File: config.mk
export PLATFORM = sky130hd
export DESIGN_NAME = regfile_sched
export DESIGN_NICKNAME = d
export VERILOG_FILES = /design/src/rtl/regfile_pkg.sv /design/src/rtl/regfile_wbuf.sv /design/src/rtl/regfile_sched.sv
export SDC_FILE = /design/constraint.sdc
export NUM_CORES = 1
export LEC_CHECK = 0
export CORE_ASPECT_RATIO = 1.5
export CORE_MARGIN = 4
export CORE_UTILIZATION = 46
export CTS_CLUSTER_DIAMETER = 60
export DETAILED_ROUTE_END_ITERATION = 10
export GPL_TIMING_DRIVEN = 0
export PLACE_DENSITY = 0.86
export RECOVER_POWER = 25
export SETUP_SLACK_MARGIN = 0.4
export SYNTH_ARGS = -nofsm -noshare
export SYNTH_HDL_FRONTEND = slang
export SYNTH_SLANG_ARGS = --single-unit
File: constraint.sdc
create_clock -name sys_clk -period 5.75 [get_ports sys_clk]
set_clock_uncertainty 0.1 [all_clocks]
set_input_delay 1.725 -clock sys_clk [delete_from_list [all_inputs] [get_ports sys_clk]]
set_output_delay 1.725 -clock sys_clk [all_outputs]
set_load 0.005 [all_outputs]
File: src/rtl/regfile_pkg.sv
// regfile_pkg: shared widths and host FSM states for the register-file port scheduler
package regfile_pkg;
    localparam int REG_AW = 6;
    localparam int REG_DW = 32;
    localparam int REG_HOST_MAXWAIT = 8;
    typedef enum logic [1:0] {H_IDLE, H_RD, H_ACK} host_st_e;
endpackage

File: src/rtl/regfile_wbuf.sv
// regfile_wbuf: one-entry posted writeback buffer with forwarding comparators
module regfile_wbuf import regfile_pkg::*; #(
    parameter int AW = REG_AW,
    parameter int DW = REG_DW
) (
    input  logic          clk_i,
    input  logic          rst_ni,
    input  logic          wb_req_i,
    input  logic [AW-1:0] wb_addr_i,
    input  logic [DW-1:0] wb_data_i,
    input  logic          commit_i,
    input  logic [AW-1:0] rd_srca_i,
    input  logic [AW-1:0] rd_srcb_i,
    input  logic [AW-1:0] host_addr_i,
    output logic          wb_ack_o,
    output logic          valid_o,
    output logic [AW-1:0] addr_o,
    output logic [DW-1:0] data_o,
    output logic          match_a_o,
    output logic          match_b_o,
    output logic          match_h_o
);
    logic          valid_q, valid_d;
    logic [AW-1:0] addr_q, addr_d;
    logic [DW-1:0] data_q, data_d;

    // A commit frees the slot in the same cycle, so a new entry may replace it on the edge
    assign wb_ack_o = wb_req_i & (~valid_q | commit_i);

    always_comb begin
        valid_d = wb_ack_o | (valid_q & ~commit_i);
        addr_d  = wb_ack_o ? wb_addr_i : addr_q;
        data_d  = wb_ack_o ? wb_data_i : data_q;
    end

    always_ff @(posedge clk_i or negedge rst_ni) begin
        if (!rst_ni) begin
            valid_q <= 1'b0;
            addr_q  <= '0;
            data_q  <= '0;
        end else begin
            valid_q <= valid_d;
            addr_q  <= addr_d;
            data_q  <= data_d;
        end
    end

    assign valid_o   = valid_q;
    assign addr_o    = addr_q;
    assign data_o    = data_q;
    assign match_a_o = valid_q & (addr_q == rd_srca_i);
    assign match_b_o = valid_q & (addr_q == rd_srcb_i);
    assign match_h_o = valid_q & (addr_q == host_addr_i);
endmodule

File: src/rtl/regfile_sched.sv
// regfile_sched: shares the dual-port register RAM among pipeline reads, posted
// writebacks and host accesses, with starvation-bounded host service.
module regfile_sched import regfile_pkg::*; #(
    parameter int AW           = REG_AW,
    parameter int DW           = REG_DW,
    parameter int HOST_MAXWAIT = REG_HOST_MAXWAIT
) (
    input  logic          sys_clk,
    input  logic          resetl,
    input  logic          rd_req,
    input  logic [AW-1:0] rd_srca,
    input  logic [AW-1:0] rd_srcb,
    output logic          rd_gnt,
    output logic          rd_valid,
    output logic [DW-1:0] rd_qa,
    output logic [DW-1:0] rd_qb,
    input  logic          wb_req,
    input  logic [AW-1:0] wb_addr,
    input  logic [DW-1:0] wb_data,
    output logic          wb_ack,
    input  logic          host_req,
    input  logic          host_we,
    input  logic [AW-1:0] host_addr,
    input  logic [DW-1:0] host_wdata,
    output logic          host_ack,
    output logic [DW-1:0] host_rdata,
    output logic [AW-1:0] ram_aa,
    output logic [AW-1:0] ram_ab,
    output logic [DW-1:0] ram_da,
    output logic [DW-1:0] ram_db,
    output logic          ram_nwea,
    output logic          ram_nweb,
    output logic          ram_clka,
    output logic          ram_clkb,
    input  logic [DW-1:0] ram_qa,
    input  logic [DW-1:0] ram_qb
);
    localparam int CW = $clog2(HOST_MAXWAIT + 1);

    logic          rd_req_g, wb_req_g, host_req_g;
    logic          wb_valid, commit, ma, mb, mh;
    logic [AW-1:0] wb_a;
    logic [DW-1:0] wb_d;
    logic          host_pend, force_wb, force_host, idle, host_iss, host_wr;
    logic [CW-1:0] cnt_q, cnt_d;
    host_st_e      state_q;
    logic          rd_valid_q, fa_q, fb_q, hf_q, host_ack_q;
    logic [DW-1:0] fd_q, hd_q, host_rdata_q;

    // Requests are masked while reset is asserted so every RAM pin sits idle
    assign rd_req_g   = rd_req & resetl;
    assign wb_req_g   = wb_req & resetl;
    assign host_req_g = host_req & resetl;

    regfile_wbuf #(.AW(AW), .DW(DW)) u_wbuf (
        .clk_i       (sys_clk),
        .rst_ni      (resetl),
        .wb_req_i    (wb_req_g),
        .wb_addr_i   (wb_addr),
        .wb_data_i   (wb_data),
        .commit_i    (commit),
        .rd_srca_i   (rd_srca),
        .rd_srcb_i   (rd_srcb),
        .host_addr_i (host_addr),
        .wb_ack_o    (wb_ack),
        .valid_o     (wb_valid),
        .addr_o      (wb_a),
        .data_o      (wb_d),
        .match_a_o   (ma),
        .match_b_o   (mb),
        .match_h_o   (mh)
    );

    always_comb begin
        host_pend  = host_req_g & (state_q == H_IDLE);
        force_wb   = wb_valid & wb_req_g;
        force_host = ~force_wb & host_pend & (cnt_q == CW'(HOST_MAXWAIT));
        rd_gnt     = ~force_wb & ~force_host & rd_req_g;
        idle       = ~force_wb & ~force_host & ~rd_req_g;
        // Port B is free for a commit whenever the pipeline does not own it
        commit     = wb_valid & ~rd_gnt;
        host_iss   = host_pend & ~(host_we & mh) & (force_host | idle);
        host_wr    = host_iss & host_we;
        cnt_d      = (~host_req_g | host_iss) ? '0 :
                     (host_pend && cnt_q != CW'(HOST_MAXWAIT)) ? cnt_q + 1'b1 : cnt_q;
    end

    assign ram_clka = rd_gnt | host_iss;
    assign ram_nwea = ~host_wr;
    assign ram_aa   = rd_gnt ? rd_srca : host_iss ? host_addr : '0;
    assign ram_da   = host_wr ? host_wdata : '0;
    assign ram_clkb = rd_gnt | commit;
    assign ram_nweb = ~commit;
    assign ram_ab   = rd_gnt ? rd_srcb : commit ? wb_a : '0;
    assign ram_db   = commit ? wb_d : '0;

    always_ff @(posedge sys_clk or negedge resetl) begin
        if (!resetl) begin
            cnt_q      <= '0;
            rd_valid_q <= 1'b0;
            fa_q       <= 1'b0;
            fb_q       <= 1'b0;
            fd_q       <= '0;
        end else begin
            cnt_q      <= cnt_d;
            rd_valid_q <= rd_gnt;
            if (rd_gnt) begin
                fa_q <= ma;
                fb_q <= mb;
                fd_q <= wb_d;
            end
        end
    end

    always_ff @(posedge sys_clk or negedge resetl) begin
        if (!resetl) begin
            state_q      <= H_IDLE;
            host_ack_q   <= 1'b0;
            hf_q         <= 1'b0;
            hd_q         <= '0;
            host_rdata_q <= '0;
        end else begin
            host_ack_q <= (state_q == H_RD) | host_wr;
            if (host_iss) begin
                hf_q <= mh;
                hd_q <= wb_d;
            end
            case (state_q)
                H_IDLE: if (host_iss) state_q <= host_we ? H_ACK : H_RD;
                H_RD: begin
                    host_rdata_q <= hf_q ? hd_q : ram_qa;
                    state_q      <= H_ACK;
                end
                default: state_q <= H_IDLE;
            endcase
        end
    end

    assign rd_valid   = rd_valid_q;
    assign rd_qa      = rd_valid_q ? (fa_q ? fd_q : ram_qa) : '0;
    assign rd_qb      = rd_valid_q ? (fb_q ? fd_q : ram_qb) : '0;
    assign host_ack   = host_ack_q;
    assign host_rdata = host_rdata_q;
endmodule
==> impl_metrics.csv, run 1 <==
group,metric,value,unit
worst_setup_path,path_cells,"dlygate4sd2_1, xnor2_2, nand4_2, buf_6, o311a_4, clkbuf_8, and2_4, clkdlybuf4s50_1",
worst_setup_path,path_max_fanout,10,
worst_setup_path,cp_slowest_cell,"clkdlybuf4s50_1",
floorplanning,rows,58,
clock_network,clk_latency,0.43,ns
worst_setup_path,r2r_slack,2.96,ns
grt,grt_max_degree,42,
worst_setup_path,rr_worst_depth,10,
floorplanning,dieWidth,114,um
synthesis,synth.area.top_cells,"dfrtp_1 47%, mux2i_1 12%, mux2_2 8.4%",
drt,wl_per_cell,20.3,um
drt,drc_errors,0,
pwr,leakage,5.49,nW
synthesis,synth_top_family_by_area,"multiplexers",
worst_setup_path,start_kind,"input pin",
synthesis,syn-cell-area,7820,um^2
pwr,combPwrFrac,0.286,
worst_setup_path,r2r_end,"hd_q[19]",
clock_network,holdBufCountCts,0,
synthesis,muxShareOfSynthArea,0.231,
floorplanning,die-area,19200,um^2
grt,grt_util_all_layers,0.291,
grt,grt_first_pass_wirelength,42600,um
synthesis,yosysSeqAreaShare,0.467,
worst_hold_path,whs_path_depth,2,
flow_run,cap_violations,2,
sta,fin_hold_ws,0.381,ns
floorplanning,start_util,0.466,
pwr,powerDensity,294,nW/um^2
synthesis,synth_fa_ha_area_frac,0.00320,
worst_setup_path,worstPathRequired,3.92,ns
sta,max_slew_margin,-0.544,
clock_network,clk_pin_slew_worst_paths,0.06,ns
clock_network,cts_made_buffers,17,
synthesis,synth_fp_nets,911,
sta,fmax,0.187,GHz
pwr,seq_power_share,0.404,
sta,setup_viol,0,
layout,fin_nets,1294,
worst_setup_path,max_stage_delay,0.44,ns
floorplanning,ios,338,
synthesis,synthXorXnorAreaFrac,0.0253,
clock_network,cts_tree,"yes",
layout,design_area,12400,um^2
place,portBuffers,337,
grt,grt-ovfl-total,0,
synthesis,synth.avg_cell_area,10.4,um^2
floorplanning,core,16800,um^2
grt,grt_pass1_vias,7627,
drt,avgViaCountPerCell,5.20,
sta,fin_crit_sh,0.930,
grt,antenna_found_initial,1,
outcome,outcome,"finished with violations",
drt,drt_iter0_drc,411,
clock_network,clockBufferDepth,2,
synthesis,synth_simple_gate_area_share,0.193,
worst_hold_path,holdCritStartpoint,"host_rdata[20]",
synthesis,synth-compound-area-share,0.0456,
place,gp_congestion,0.799,
worst_setup_path,critPathKind,"input pin to primary output",
sta,min_period,5.35,ns
worst_setup_path,worst-endpoint-arrival,3.52,ns
clock_network,clkSinkCount,146,
drt,vias,7065,
pwr,peakVddDrop,0.286,mV
sta,rsz0062_at_grt,"true",
layout,layout-drive-gt1-share,0.143,
pwr,power,3.64,mW
worst_setup_path,r2r_start,"cnt_q[0]",
synthesis,synth_top_area_frac,0.467,
worst_setup_path,endpoint_kind,"primary output",
drt,drt_pass1_iterations,4,
clock_network,htree_levels,4,
pwr,power_switching,1.04,mW
outcome,violations,"capacitance limit, slew limit",
worst_hold_path,hp-class,"flip-flop to flip-flop",
layout,syn_to_final_growth,58.2,%
sta,worst_pin_slew,2.32,ns
synthesis,ys_seq_elements,146,
drt,route.antenna.remaining_nets,0,
place,dp_hpwl,20100,um
synthesis,yosys_warnings,0,
sta,hold_viol_final,0,
layout,postLayoutCoreUtil,0.738,
synthesis,synth_cell_types,36,
pwr,switching_share,0.284,
floorplanning,die_y,168,um
synthesis,synthCells,751,
drt,drt-total-wl,27600,um
clock_network,root_buffer,"clkbuf_16",
pwr,internal_power,2.61,mW
synthesis,synth_top_area_cell,"dfrtp_1",
sta,slew_violations,78,
worst_hold_path,min_to,"host_rdata[20]",
place,placed_area,11500,um^2
pwr,power_frac_clock,0.310,
-- timing repair --
item | CTS | global route
endpoints found under the setup margin | 82 | 16
pin swaps | 9 | 2
gates cloned | 5 | 0
setup buffers | 15 | 6
resized for setup | 101 | 9
-- cell usage after synthesis (all sizes together) --
cell type  number
nand3b          1
o41a            1
mux2i          96
nand2         145
nand4bb         1
a21boi          1
dfrtp         146
ha              2
nand2b          2
o31ai           1
mux2           71
a221oi          1
nand4           6
buf            19
nor2b          64
o211a           1
xor2            1
nand3           8
xnor2          19
nor2            2
o41ai           1
clkbuf         37
o311a           1
a21o            1
o21a            2
and3            4
inv             6
o211ai          1
and2           67
o21ai          37
a22o            6
-- flip-flops by register name, summed over array words and instances, names as in the netlist, 2 cells and up --
signal / flops
hd_q: 32
fd_q: 32
u_wbuf.addr_o: 6
state_q: 2
host_rdata: 32
cnt_q: 4
u_wbuf.data_o: 32
-- kinds of logic after synthesis --
| group | after synthesis |
|---|---|
| and+or+nand+nor | 300 |
| muxes | 167 |
| DFF | 146 |
| buffers and inverters | 62 |
| AOI/OAI and AO/OA | 54 |
| xor gates and xnor gates | 20 |
| adders and majority gates | 2 |
-- cells in the final DEF, fill, tap and decap left out, types with 4 or more instances in the layout --
master | synthesis | final
clkdlybuf4s50_1 | 0 | 285
dfrtp_1 | 146 | 146
nand2_1 | 145 | 144
mux2i_1 | 96 | 96
and2_1 | 67 | 65
nor2b_1 | 64 | 64
mux2_2 | 58 | 58
dlygate4sd2_1 | 0 | 42
clkbuf_1 | 37 | 37
o21ai_0 | 37 | 36
clkbuf_16 | 0 | 17
xnor2_1 | 16 | 16
buf_4 | 0 | 16
mux2_4 | 13 | 13
buf_2 | 9 | 11
nand3_1 | 8 | 8
clkbuf_8 | 0 | 8
a22o_1 | 6 | 6
buf_1 | 7 | 6
nand4_1 | 5 | 5
inv_1 | 6 | 4
and3_1 | 4 | 4
dlymetal6s2s_1 | 0 | 4
-- critical path: cells and delay by family --
| family | cells | cell delay [ns] |
|---|---|---|
| buffers and inverters | 4 | 1.03 |
| xor gates and xnor gates | 1 | 0.14 |
| and+or+nand+nor | 2 | 0.29 |
| AOI/OAI and AO/OA | 1 | 0.34 |
-- layout make-up --
| cell class | instances | area [um^2] |
|---|---|---|
| Tap cell | 210 | 263 |
| Timing Repair Buffer | 364 | 3530 |
| Clock inverter | 12 | 158 |
| Sequential cell | 146 | 3650 |
| Clock buffer | 20 | 447 |
| Multi-Input combinational cell | 543 | 3970 |
| Fill cell | 1280 | 4390 |
| Inverter | 6 | 22.5 |
| Antenna cell | 1 | 2.50 |
| Buffer | 56 | 330 |
-- routing by layer --
layer  vias to the layer above  GRT usage  routed length [um]
met2                       259      0.514               14700
met1                      3475      0.330               10100
met3                        68     0.0672                1690
met5                         -          0                   0
li1                       3263          -                   -
met4                         0      0.127                1120
-- stage by stage --
stage	instances	TNS [ns]	setup slack (ns)
after global placement	1298	-1398.79	-6.35
final	1358	0	0.404
after CTS	1351	0	0.386
after global routing	1358	0	0.350
after detailed placement	1299	-61.55	-0.957
after floorplan	751	0	1.06
-- power groups by stage --
stage               sequential (mW)  clock [mW]  combinational [mW]
global route                   1.51        1.19                1.13
CTS                            1.47        1.14                1.06
floorplan                      1.44           0               0.454
detailed placement             1.48           0                1.02
global placement               1.47           0               0.990
finish                         1.47        1.13                1.04
-- worst max-delay path by stage --
stage	cells after the start	endpoint	startpoint	slack (ns)
after global placement	7	ram_ab[4]	resetl	-6.35
final	8	ram_da[23]	host_addr[0]	0.40
after detailed placement	8	ram_ab[5]	resetl	-0.96
after floorplan	5	ram_da[22]	rd_req	1.06
after global routing	8	ram_da[23]	host_addr[0]	0.35
after CTS	8	ram_da[23]	host_addr[4]	0.39
(Power assumes the default switching activity.)
==> run 2: changes to the inputs <==
--- a/config.mk
+++ b/config.mk
@@ -10,6 +10,7 @@
 export CORE_UTILIZATION = 46
 export CTS_CLUSTER_DIAMETER = 60
 export DETAILED_ROUTE_END_ITERATION = 10
+export GPL_ROUTABILITY_DRIVEN = 0
 export GPL_TIMING_DRIVEN = 0
 export PLACE_DENSITY = 0.86
 export RECOVER_POWER = 25
==> results of run 2 <==
Same layout as run 1: the final DEF is identical, and so are final timing and power.
==> run 3: changes to the inputs <==
--- a/config.mk
+++ b/config.mk
@@ -5,7 +5,6 @@
 export SDC_FILE = /design/constraint.sdc
 export NUM_CORES = 1
 export LEC_CHECK = 0
-export CORE_ASPECT_RATIO = 1.5
 export CORE_MARGIN = 4
 export CORE_UTILIZATION = 46
 export CTS_CLUSTER_DIAMETER = 60
==> impl_metrics.csv, run 3 (synthesis gave the netlist of run 1 again) <==
group,metric,value,unit
outcome,outcome,"finished with violations",
outcome,violations,"capacitance limit, slew limit",
pwr,internal_power,2.61,mW
drt,drt_iter0_drc,351,
grt,grt_first_pass_wirelength,43000,um
worst_hold_path,min_to,"host_rdata[23]",
worst_hold_path,hp-class,"flip-flop to flip-flop",
pwr,powerDensity,295,nW/um^2
sta,hold_viol_final,0,
layout,fill_cells,1232,
sta,rsz0062_at_grt,"false",
drt,drc_errors,0,
sta,max_slew_margin,-0.680,
grt,grt.busiest_layer,"met2",
clock_network,clk_latency,0.42,ns
clock_network,htree_levels,4,
place,portBuffers,337,
sta,setup_viol,0,
drt,drt-total-wl,28200,um
pwr,switching_share,0.289,
layout,design_area,12400,um^2
worst_setup_path,path_max_fanout,16,
floorplanning,start_util,0.470,
sta,fin_tns_setup,0,ns
drt,vias,7136,
worst_setup_path,r2r_end,"hd_q[23]",
drt,route.antenna.remaining_nets,0,
worst_hold_path,whs_path_depth,2,
floorplanning,dieWidth,138,um
worst_setup_path,worstPathRequired,3.92,ns
sta,fmax,0.189,GHz
clock_network,cts_made_buffers,17,
drt,wl_per_cell,20.6,um
worst_setup_path,critPathKind,"input pin to primary output",
worst_setup_path,worst-endpoint-arrival,3.46,ns
floorplanning,core,16600,um^2
flow_run,cap_violations,2,
clock_network,cts_tree,"yes",
clock_network,clkSinkCount,146,
grt,met2_usage,0.510,
clock_network,clockBufferDepth,2,
worst_setup_path,start_kind,"input pin",
place,dp_hpwl,19800,um
layout,postLayoutCoreUtil,0.747,
worst_setup_path,r2r_slack,2.96,ns
drt,avgViaCountPerCell,5.20,
clock_network,clk_pin_slew_worst_paths,0.06,ns
layout,final_common_cell,"clkdlybuf4s50_1",
floorplanning,rows,47,
floorplanning,ios,338,
pwr,combPwrFrac,0.286,
clock_network,holdBufCountCts,0,
worst_setup_path,r2r_start,"cnt_q[0]",
grt,grt_util_all_layers,0.289,
sta,worst_pin_slew,2.52,ns
worst_hold_path,holdCritStartpoint,"host_rdata[23]",
worst_setup_path,rr_worst_depth,10,
grt,antenna_found_initial,1,
layout,syn_to_final_growth,59.0,%
pwr,leakage,5.47,nW
pwr,power_frac_clock,0.314,
grt,grt_max_degree,47,
layout,layout-drive-gt1-share,0.151,
drt,drt_pass1_iterations,5,
place,placed_area,11500,um^2
floorplanning,die_y,138,um
worst_setup_path,endpoint_kind,"primary output",
pwr,power_switching,1.06,mW
grt,grtUsageMet3,0.0670,
pwr,peakVddDrop,0.242,mV
pwr,seq_power_share,0.400,
clock_network,root_buffer,"clkbuf_16",
grt,grtUsageMet1,0.341,
layout,fin_nets,1297,
sta,fin_crit_sh,0.920,
sta,min_period,5.29,ns
sta,slew_violations,78,
floorplanning,die-area,19200,um^2
layout,final_cell_mix,"286 x clkdlybuf4s50_1, 146 x dfrtp_1, 144 x nand2_1",
grt,grt_pass1_vias,7591,
grt,grt-ovfl-total,0,
==> run 3: changes by cell type in the layout (fill, tap and decap cells not counted), moves of 3 or more <==
| cell | delta |
|---|---|
| buf_2 | +3 |
| buf_4 | +4 |
| clkbuf_2 | +3 |
| clkdlybuf4s15_1 | +5 |
| clkinv_4 | -3 |
| dlygate4sd2_1 | -11 |
| inv_6 | +5 |
==> run 3: what timing repair did <==
action | 4_1_cts | 5_1_grt
gates cloned | 5 | 0
endpoints found under the setup margin | 82 | 41
resized for setup | 97 | 33
buffers inserted | 18 | 6
hold endpoints to repair | 0 | 0
pin swaps | 8 | 13
==> run 3: how the worst max path moves through the flow <==
stage	startpoint	to
6_report	resetl	ram_aa[4]
2_1_floorplan	rd_req	ram_da[22]
3_3_place_gp	resetl	ram_ab[2]
4_1_cts	resetl	ram_ab[2]
3_5_place_dp	resetl	ram_ab[2]
5_1_grt	resetl	ram_aa[2]
==> run 3: worst max-delay path, cell delays in order <==
cell	delay, ns
buf_16	0.14
buf_16	0.16
and2_4	0.16
a221oi_4	0.29
buf_4	0.17
o41a_1	0.23
buf_6	0.14
buf_8	0.12
a22o_1	0.12
clkdlybuf4s15_1	0.20
==> run 3: stage by stage <==
step	std cells	setup slack (ns)	total power, mW	hold slack (ns)
3_3_place_gp	1308	-6.34	2.45	0.362
2_1_floorplan	751	1.06	1.89	0.365
4_1_cts	1364	0.350	3.68	0.383
3_5_place_dp	1309	-0.902	2.49	0.370
5_1_grt	1371	0.390	3.84	0.407
6_report	1371	0.462	3.67	0.379
==> run 3: power by group through the flow <==
stage / Sequential, mW / Clock [mW] / Combinational, mW
floorplan: 1.44 / 0 / 0.454
CTS: 1.46 / 1.16 / 1.06
global route: 1.50 / 1.21 / 1.13
finish: 1.47 / 1.15 / 1.05
detailed placement: 1.48 / 0 / 1.01
global placement: 1.47 / 0 / 0.983
==> run 3: routing by layer <==
metal	part of all wire	up-vias	wire (um)
li1	-	3282	-
met1	0.39	3512	11000
met2	0.51	285	14400
met3	0.067	57	1900
met4	0.033	0	931
met5	0	-	0
==> run 3: cell type report <==
cell class,count,area [um^2],area share
timing repair buffer,367,3540,0.285
tap,220,275,0.0221
multi-input combinational,543,4000,0.322
buffer,56,332,0.0267
clock inverter,13,173,0.0139
antenna,1,2.50,0.000201
clock buffer,19,433,0.0348
sequential,146,3650,0.294
inverter,6,22.5,0.00181
